**src/rtl/bus_arbiter_pkg.sv**
```systemverilog
// Shared types and defaults for the round-robin memory-port arbiter.
// The optional bus timeout is enabled with ARB_TIMEOUT_EN.
package bus_arbiter_pkg;

    localparam int unsigned XLEN_DEF        = 32;
    localparam int unsigned NUM_CH_DEF      = 2;
    localparam int unsigned TIMEOUT_CYC_DEF = 16;

    typedef enum logic [1:0] {
        ST_IDLE = 2'd0,
        ST_BUSY = 2'd1,
        ST_RESP = 2'd2
    } arb_state_e;

    // Index width for a channel count; never below one bit.
    function automatic int unsigned ch_w(input int unsigned n);
        return (n > 1) ? $clog2(n) : 1;
    endfunction

endpackage

```
**src/rtl/bus_arbiter_rr_picker.sv**
```systemverilog
// Combinational round-robin selector: first set request bit starting at ptr_i,
// wrapping modulo N. Returns one-hot grant, binary index and a found flag.
module bus_arbiter_rr_picker #(
    parameter int unsigned N  = 2,
    parameter int unsigned PW = 1
) (
    input  logic [N-1:0]  req_i,
    input  logic [PW-1:0] ptr_i,
    output logic [N-1:0]  gnt_o,
    output logic [PW-1:0] idx_o,
    output logic          valid_o
);

    logic [PW-1:0] cand;
    logic          found;

    always_comb begin
        gnt_o = '0;
        idx_o = '0;
        found = 1'b0;
        cand  = '0;
        for (int unsigned i = 0; i < N; i++) begin
            cand = PW'((32'(ptr_i) + i) % N);
            if (!found && req_i[cand]) begin
                found        = 1'b1;
                gnt_o[cand]  = 1'b1;
                idx_o        = cand;
            end
        end
        valid_o = found;
    end

endmodule

```
**src/rtl/bus_arbiter.sv**
```systemverilog
// N-channel round-robin arbiter onto a single wait-state memory bus.
// Define ARB_TIMEOUT_EN to abort a BUSY phase after TIMEOUT_CYC cycles.
module bus_arbiter
    import bus_arbiter_pkg::*;
#(
    parameter int unsigned NUM_CH      = NUM_CH_DEF,
    parameter int unsigned XLEN        = XLEN_DEF,
    parameter int unsigned TIMEOUT_CYC = TIMEOUT_CYC_DEF
) (
    input  logic                          clk_i,
    input  logic                          rst_i,
    input  logic [NUM_CH-1:0]             ch_req_i,
    input  logic [NUM_CH-1:0]             ch_we_i,
    input  logic [NUM_CH*XLEN-1:0]        ch_addr_i,
    input  logic [NUM_CH*XLEN-1:0]        ch_wdata_i,
    input  logic [NUM_CH*(XLEN/8)-1:0]    ch_be_i,
    output logic [NUM_CH-1:0]             ch_gnt_o,
    output logic [NUM_CH-1:0]             ch_rvalid_o,
    output logic [XLEN-1:0]               ch_rdata_o,
    output logic [NUM_CH-1:0]             ch_err_o,
    output logic [NUM_CH-1:0]             ch_stall_o,
    output logic                          m_req_o,
    output logic                          m_we_o,
    output logic [XLEN-1:0]               m_addr_o,
    output logic [XLEN-1:0]               m_wdata_o,
    output logic [XLEN/8-1:0]             m_be_o,
    input  logic                          m_ready_i,
    input  logic [XLEN-1:0]               m_rdata_i
);

    localparam int unsigned CH_W = ch_w(NUM_CH);
    localparam int unsigned BE_W = XLEN / 8;

    if (NUM_CH < 2 || NUM_CH > 8 || XLEN < 8 || (XLEN % 8) != 0 || TIMEOUT_CYC < 1)
    begin : g_bad_param
        $error("bus_arbiter: parameter out of range");
    end

    typedef struct packed {
        logic            we;
        logic [XLEN-1:0] addr;
        logic [XLEN-1:0] wdata;
        logic [BE_W-1:0] be;
    } bus_cmd_t;

    // Per-channel view of the packed request fields.
    bus_cmd_t cmd_a [NUM_CH];

    for (genvar c = 0; c < NUM_CH; c++) begin : g_unpack
        assign cmd_a[c] = '{we:    ch_we_i[c],
                            addr:  ch_addr_i[c*XLEN +: XLEN],
                            wdata: ch_wdata_i[c*XLEN +: XLEN],
                            be:    ch_be_i[c*BE_W +: BE_W]};
    end

    logic [NUM_CH-1:0] pick_gnt;
    logic [CH_W-1:0]   pick_idx;
    logic              pick_valid;

    arb_state_e        state_q, state_d;
    logic [CH_W-1:0]   ptr_q, ptr_d;
    logic [CH_W-1:0]   sel_q, sel_d;
    logic [NUM_CH-1:0] gnt_q, gnt_d;
    logic [NUM_CH-1:0] rvalid_q, rvalid_d;
    logic [XLEN-1:0]   rdata_q, rdata_d;
    logic              m_req_q, m_req_d;
    bus_cmd_t          cmd_q, cmd_d;

`ifdef ARB_TIMEOUT_EN
    localparam int unsigned CNT_W = $clog2(TIMEOUT_CYC + 1);
    logic [NUM_CH-1:0] err_q, err_d;
    logic [CNT_W-1:0]  cnt_q, cnt_d;
`endif

    bus_arbiter_rr_picker #(
        .N  (NUM_CH),
        .PW (CH_W)
    ) u_picker (
        .req_i   (ch_req_i),
        .ptr_i   (ptr_q),
        .gnt_o   (pick_gnt),
        .idx_o   (pick_idx),
        .valid_o (pick_valid)
    );

    // Next-state and registered-output logic.
    always_comb begin
        state_d  = state_q;
        ptr_d    = ptr_q;
        sel_d    = sel_q;
        gnt_d    = gnt_q;
        rvalid_d = '0;
        rdata_d  = rdata_q;
        m_req_d  = m_req_q;
        cmd_d    = cmd_q;
`ifdef ARB_TIMEOUT_EN
        err_d    = '0;
        cnt_d    = cnt_q;
`endif
        case (state_q)
            ST_IDLE: begin
                if (pick_valid) begin
                    cmd_d   = cmd_a[pick_idx];
                    gnt_d   = pick_gnt;
                    sel_d   = pick_idx;
                    ptr_d   = (pick_idx == CH_W'(NUM_CH - 1)) ? '0 : pick_idx + CH_W'(1);
                    m_req_d = 1'b1;
                    state_d = ST_BUSY;
`ifdef ARB_TIMEOUT_EN
                    cnt_d   = '0;
`endif
                end
            end
            ST_BUSY: begin
`ifdef ARB_TIMEOUT_EN
                cnt_d = cnt_q + CNT_W'(1);
`endif
                if (m_ready_i) begin
                    rdata_d         = m_rdata_i;
                    rvalid_d[sel_q] = 1'b1;
                    m_req_d         = 1'b0;
                    state_d         = ST_RESP;
                end
`ifdef ARB_TIMEOUT_EN
                else if (cnt_q == CNT_W'(TIMEOUT_CYC - 1)) begin
                    rdata_d         = '0;
                    rvalid_d[sel_q] = 1'b1;
                    err_d[sel_q]    = 1'b1;
                    m_req_d         = 1'b0;
                    state_d         = ST_RESP;
                end
`endif
            end
            ST_RESP: begin
                // The requester still holds its request this cycle; do not re-arbitrate.
                gnt_d   = '0;
                state_d = ST_IDLE;
            end
            default: begin
                state_d = ST_IDLE;
            end
        endcase
    end

    always_ff @(posedge clk_i or posedge rst_i) begin
        if (rst_i) begin
            state_q  <= ST_IDLE;
            ptr_q    <= '0;
            sel_q    <= '0;
            gnt_q    <= '0;
            rvalid_q <= '0;
            rdata_q  <= '0;
            m_req_q  <= 1'b0;
            cmd_q    <= '0;
`ifdef ARB_TIMEOUT_EN
            err_q    <= '0;
            cnt_q    <= '0;
`endif
        end else begin
            state_q  <= state_d;
            ptr_q    <= ptr_d;
            sel_q    <= sel_d;
            gnt_q    <= gnt_d;
            rvalid_q <= rvalid_d;
            rdata_q  <= rdata_d;
            m_req_q  <= m_req_d;
            cmd_q    <= cmd_d;
`ifdef ARB_TIMEOUT_EN
            err_q    <= err_d;
            cnt_q    <= cnt_d;
`endif
        end
    end

    assign ch_gnt_o    = gnt_q;
    assign ch_rvalid_o = rvalid_q;
    assign ch_rdata_o  = rdata_q;
    assign m_req_o     = m_req_q;
    assign m_we_o      = cmd_q.we;
    assign m_addr_o    = cmd_q.addr;
    assign m_wdata_o   = cmd_q.wdata;
    assign m_be_o      = cmd_q.be;

    // Stall is forced low while in reset so every output reads zero.
    assign ch_stall_o  = rst_i ? '0 : (ch_req_i & ~rvalid_q);

`ifdef ARB_TIMEOUT_EN
    assign ch_err_o    = err_q;
`else
    assign ch_err_o    = '0;
`endif

endmodule
```
**config.mk**
```make
export PLATFORM = sky130hd
export DESIGN_NAME = bus_arbiter
export DESIGN_NICKNAME = d
export VERILOG_FILES = /design/src/rtl/bus_arbiter_pkg.sv /design/src/rtl/bus_arbiter_rr_picker.sv /design/src/rtl/bus_arbiter.sv
export SDC_FILE = /design/constraint.sdc
export NUM_CORES = 1
export LEC_CHECK = 0
export CAP_MARGIN = 5
export CORE_MARGIN = 2
export CORE_UTILIZATION = 39
export CTS_BUF_LIST = sky130_fd_sc_hd__clkbuf_2
export DETAILED_ROUTE_END_ITERATION = 10
export HOLD_SLACK_MARGIN = 0.08
export PLACE_DENSITY = 0.8
export SLEW_MARGIN = 20
export SYNTH_ARGS = -nofsm -noshare
export SYNTH_HDL_FRONTEND = slang
export SYNTH_HIERARCHICAL = 1
export SYNTH_SLANG_ARGS = --single-unit
export TNS_END_PERCENT = 20
```
**constraint.sdc**
```tcl
create_clock -name clk_i -period 4.1 [get_ports clk_i]
set_input_delay 0.82 -clock clk_i [delete_from_list [all_inputs] [get_ports clk_i]]
set_output_delay 0.82 -clock clk_i [all_outputs]
set_load 0.005 [all_outputs]
```
== Word-level counts from Yosys, hierarchy flattened ==
Index checks and enable logic that the tools add are counted.

* Register bits: 110
* Output and inout bits: 110
* Logic and storage cells: 72

* Add/subtract/negate cells: 2
* Magnitude comparators: 7
* Equal/unequal tests: 4
* Muxes and demuxes: 31
* Bitwise gates (word level): 4
* Reduce and logical (&&, ||, !) cells: 13

{| class="wikitable"
|+ Operators with widths
! cell !! count
|-
| $mux 69 || 3
|-
| $mux 2 || 8
|-
| $mux 1 || 14
|-
| $pmux 2 s2 || 2
|-
| $reduce_and 2->1 || 4
|-
| $lt 1x2->1 const B || 3
|-
| $logic_and 1x1->1 || 4
|-
| $ne 2x2->1 const B || 2
|-
| $reduce_bool 2->1 || 2
|-
| $demux 1 s1 || 3
|-
| $ge 1x1->1 const B || 3
|-
| $reduce_and 3->1 || 1
|-
| $add 1x1->1 const B || 2
|-
| $and 2x2->2 || 1
|-
| $eq 2x1->1 const B || 1
|-
| $eq 2x2->1 const B || 1
|-
| $ge 2x2->1 const B || 1
|-
| $logic_not 2->1 || 1
|-
| $not 1->2 || 1
|-
| $not 2->2 || 1
|-
| $or 2x2->2 || 1
|-
| $pmux 1 s2 || 1
|-
| $logic_not 1->1 || 1
|}

== Depth between registers and ports, before layout ==
* Depth in word-level cells: 10
* Depth in mapped cells: 6
* Gate-level depth less buffers: 4

== Modules after synthesis ==
The synthesis kept the hierarchy.

{| class="wikitable"
|+ By module, submodules not included
! module !! times used !! cells an instance !! area an instance (µm²) !! sequential area each (µm²)
|-
| bus_arbiter || 1 || 325 || 5,393.9 || 2,752.6
|-
| bus_arbiter_rr_picker || 1 || 5 || 32.5 || 0.0
|}

== Worst setup path before layout ==
OpenSTA, ideal clock, no wires.

* Path type: input port to flip-flop
* Start point: in ch_req_i[1]
* End point: reg cmd_q, in the netlist m_wdata_o[2]
* Library setup time: 0.125 ns
* Arrival time: 1.896 ns
* Slack: 2.079 ns
* Stages on the path: 5
* Buffers on the path: 2
* Cells stage by stage: a21boi_0 buf_6 buf_6 mux2_2 mux2_2

* Cells in the longest elaborated chain, start to end: 10

{| class="wikitable"
|+ RTL lines
! item !! line !! RTL
|-
| start, declared || bus_arbiter.sv:12 || <nowiki>input logic [NUM_CH-1:0] ch_req_i,</nowiki>
|-
| $mux 1 (not written as such) (2 in series) || bus_arbiter_rr_picker.sv:24 || <nowiki>if (!found && req_i[cand]) begin</nowiki>
|-
| $mux 1 || bus_arbiter_rr_picker.sv:24 ||
|-
| $logic_not 1->1 || bus_arbiter_rr_picker.sv:24 ||
|-
| $logic_and 1x1->1 || bus_arbiter_rr_picker.sv:24 ||
|-
| $mux 1 || bus_arbiter_rr_picker.sv:24 ||
|-
| $not 1->2 (not written as such) || bus_arbiter.sv:103 || <nowiki>cmd_d = cmd_a[pick_idx];</nowiki>
|-
| $mux 69 (not written as such) (3 in series) || bus_arbiter.sv:103 ||
|-
| end signal, assigned || bus_arbiter.sv:167 || <nowiki>cmd_q <= cmd_d;</nowiki>
|-
| end, declared || bus_arbiter.sv:67 || <nowiki>bus_cmd_t cmd_q, cmd_d;</nowiki>
|}

Several ways; a longest one is shown, not always the timed one. The select of a mux whose other input is x is not followed.
A chain may end at the register's enable or synchronous reset.

== Worst setup path after layout ==
* Start point: in ch_req_i[0]
* End point: out ch_stall_o[0]

* Cells in the longest elaborated chain, start to end: 2

{| class="wikitable"
|+ RTL lines
! item !! line !! RTL
|-
| $and 2x2->2 || bus_arbiter.sv:185 || <nowiki>assign ch_stall_o = rst_i ? '0 : (ch_req_i & ~rvalid_q);</nowiki>
|-
| $mux 2 || bus_arbiter.sv:185 ||
|-
| end, declared || bus_arbiter.sv:21 || <nowiki>output logic [NUM_CH-1:0] ch_stall_o,</nowiki>
|}

Every way passes these cells.

==> reports/results.ini <==
[synth]
syn_inst=330
synth_most_common_cell=dfrtp_1
synth_edf_count=0
synthArstFlopShare_pct=100.0
yosysTopAreaCellShare_pct=50.73
yosys_warnings=6
yosys.area_share.simple_pct=1.914
synth_xor_area_share_pct=0
post_synth_num_cell_types=20
syn_area_um2=5426
synth_largest_area_cell=dfrtp_1
synth-seq-cells=110
synth-seq-area-share_pct=50.73
synth_area_leaders=dfrtp_1 51%, mux2_2 22%, mux2_4 18%
synthAdderAreaFrac_pct=0
synth_ff_type=dfrtp_1
synth_top_family_by_area=multiplexers
synth-compound-area-share_pct=0.9684
syn_area_per_cell_um2=16.44
synth_mux_area_share_pct=40.10
synth_commonest_cells=110 x dfrtp_1, 107 x mux2_2, 64 x mux2_4, 11 x buf_6, 9 x buf_12

[timing]
clock_skew_ns=0.02575
worst_pin_slew_ns=0.5934
setup_viol=0
final-max-slew-violation-count=0
fin_crit_sh_pct=72.76
slew_headroom_pct=60.44
timing.fmax_mhz=335.2
finalWorstSetupSlack_ns=1.117
rsz0062_at_grt=no
finalHoldViolations=0
holdWs_ns=0.4839
finalSetupTns_ns=0
min_period_ns=2.983

[grt]
busiest_layer=met2
antenna_found_initial=0
met2_usage_pct=30.10
grt_pass1_wl_um=20130
grt_pass1_vias=3916
gr-usage-all-layers_pct=17.58
grtUsageMet3_pct=5.852
grt_max_degree=67
met1_usage_pct=20.66
overflow=0

[route]
route.detailed.drc=0
drt_iter0_drc=153
via_count=3699
avgRoutedWirePerCell_um=16.72
dr.pass1.iters=4
avgViaCountPerCell=4.665
routed_wl_um=13260
drtAntennaViolNets=0

[clock_network]
cts_num_sinks=110
root_buffer=clkbuf_2
cts_max_path_buffers=2
tritoncts=done
numCtsBuffers=9
clk_latency_ns=0.58
cts_setup_buffers=0
ctsResizeCount=0
htreeDepth=3
path_clk_slew_ns=0.27
cts_hold_buf=0

[flow_run]
drv_cap=0

[finish]
nFillCells=1094
layout-drive-gt1-share_pct=31.81
final_util_pct=60.67
synthToLayoutAreaGrowth_pct=53.38
multiInputGateArea_um2=2357
antennaDiodeCount=0
seq_area_um2=2753
nets=783

[die]
die_width_um=122.0
coreArea_um2=13720
row_count=43
start_util_pct=39.55
fp.dieArea_um2=14870
pin_count=285
die_h_um=122.0

[power]
p_leak_nw=3.537
vdd_drop_max_mv=0.4010
power_density_nw_per_um2=616.1

[worst_setup_path]
cp-end-kind=primary output
start_kind=primary input
cp.required_ns=3.28
crit_fanout=5
cp.arrival_ns=2.16
critPathKind=in -> out

[placement]
port_buffers=282
gp_congestion=0.7144
dpl_worst_slack_ns=1.139
dp_hpwl_um=10110

[hold_path]
min_path_type=reg -> reg

[run_status]
outcome=finished, final reports clean

kinds of logic (layout without fill, tap and decap cells):
family	Yosys count	after routing
muxes	172	172
DFF	110	110
buffers and inverters	27	309
and+or+nand+nor	13	13
AOI/OAI and AO/OA	7	7
other	1	2
state kept, by name, summed over array words and instances, names as in the netlist, 2 cells and up:
signal,count
m_be_o,4
m_addr_o,32
m_wdata_o,32
state_q,2
ch_gnt_o,2
ch_rvalid_o,2
ch_rdata_o,32
per-stage QoR:
stage | cell area (µm²) | std cells | power, W
3_3_place_gp | 8237 | 777 | 0.004685
4_1_cts | 8323 | 793 | 0.005199
2_1_floorplan | 5430 | 331 | 0.003425
5_1_grt | 8323 | 793 | 0.005449
6_report | 8323 | 793 | 0.005128
3_5_place_dp | 8237 | 777 | 0.004759
layout make-up:
| cell class | count | share of cell area (%) |
|---|---|---|
| sequential | 110 | 33.07 |
| tap | 180 | 2.706 |
| multi-input combinational | 194 | 28.32 |
| clock inverter | 7 | 0.4961 |
| clock buffer | 9 | 0.5412 |
| timing repair buffer | 288 | 34.61 |
| inverter | 5 | 0.2556 |
routing by layer:
| metal | share of wire [%] | up-vias |
|---|---|---|
| met5 | 0 | - |
| met4 | 2.0 | 0 |
| met3 | 9.6 | 22 |
| met2 | 50 | 163 |
| met1 | 38 | 1787 |
| li1 | - | 1727 |
critical path, cell delays in order:
cell and delay [ns]:
clkdlybuf4s50_1 0.60, nor3b_1 0.22, clkdlybuf4s50_1 0.53
path summary, 6_finish.rpt:
path / startpoint / endpoint / slack, ns / depth (start not counted)
hold reg to reg: sel_q$_DFFE_PP0P_ / ch_rvalid_o[0]$_DFF_PP0_ / 0.48 / 1
setup / recovery: ch_req_i[0] / ch_stall_o[0] / 1.12 / 3
max in group asynchronous: rst_i / m_addr_o[15]$_DFFE_PP0P_ / 2.65 / 3
setup reg to reg: ptr_q$_DFFE_PP0P_ / m_addr_o[7]$_DFFE_PP0P_ / 2.21 / 5
min in group asynchronous: rst_i / m_wdata_o[7]$_DFFE_PP0P_ / 0.64 / 2
hold / removal: sel_q$_DFFE_PP0P_ / ch_rvalid_o[0]$_DFF_PP0_ / 0.48 / 1
report_power, final:
part | internal, W | switching [W] | total, W
clock network | 0.0000751 | 0.000350 | 0.000425
registers | 0.00163 | 0.000323 | 0.00195
logic | 0.00194 | 0.000809 | 0.00275
layout by cell type (no fill, tap or decap), types with 2 or more instances in the layout:
master / netlist / layout
or2b_1: 2 / 2
a21boi_0: 3 / 2
and4bb_2: 2 / 2
clkinv_4: 0 / 2
inv_1: 5 / 4
mux2_4: 64 / 64
clkbuf_2: 0 / 9
dfrtp_1: 110 / 110
buf_4: 2 / 5
conb_1: 1 / 2
nor3b_1: 4 / 4
a211o_1: 2 / 2
clkinv_1: 0 / 3
mux2_2: 107 / 107
nor2_1: 2 / 2
clkdlybuf4s50_1: 0 / 282
(Power assumes the default switching activity.)
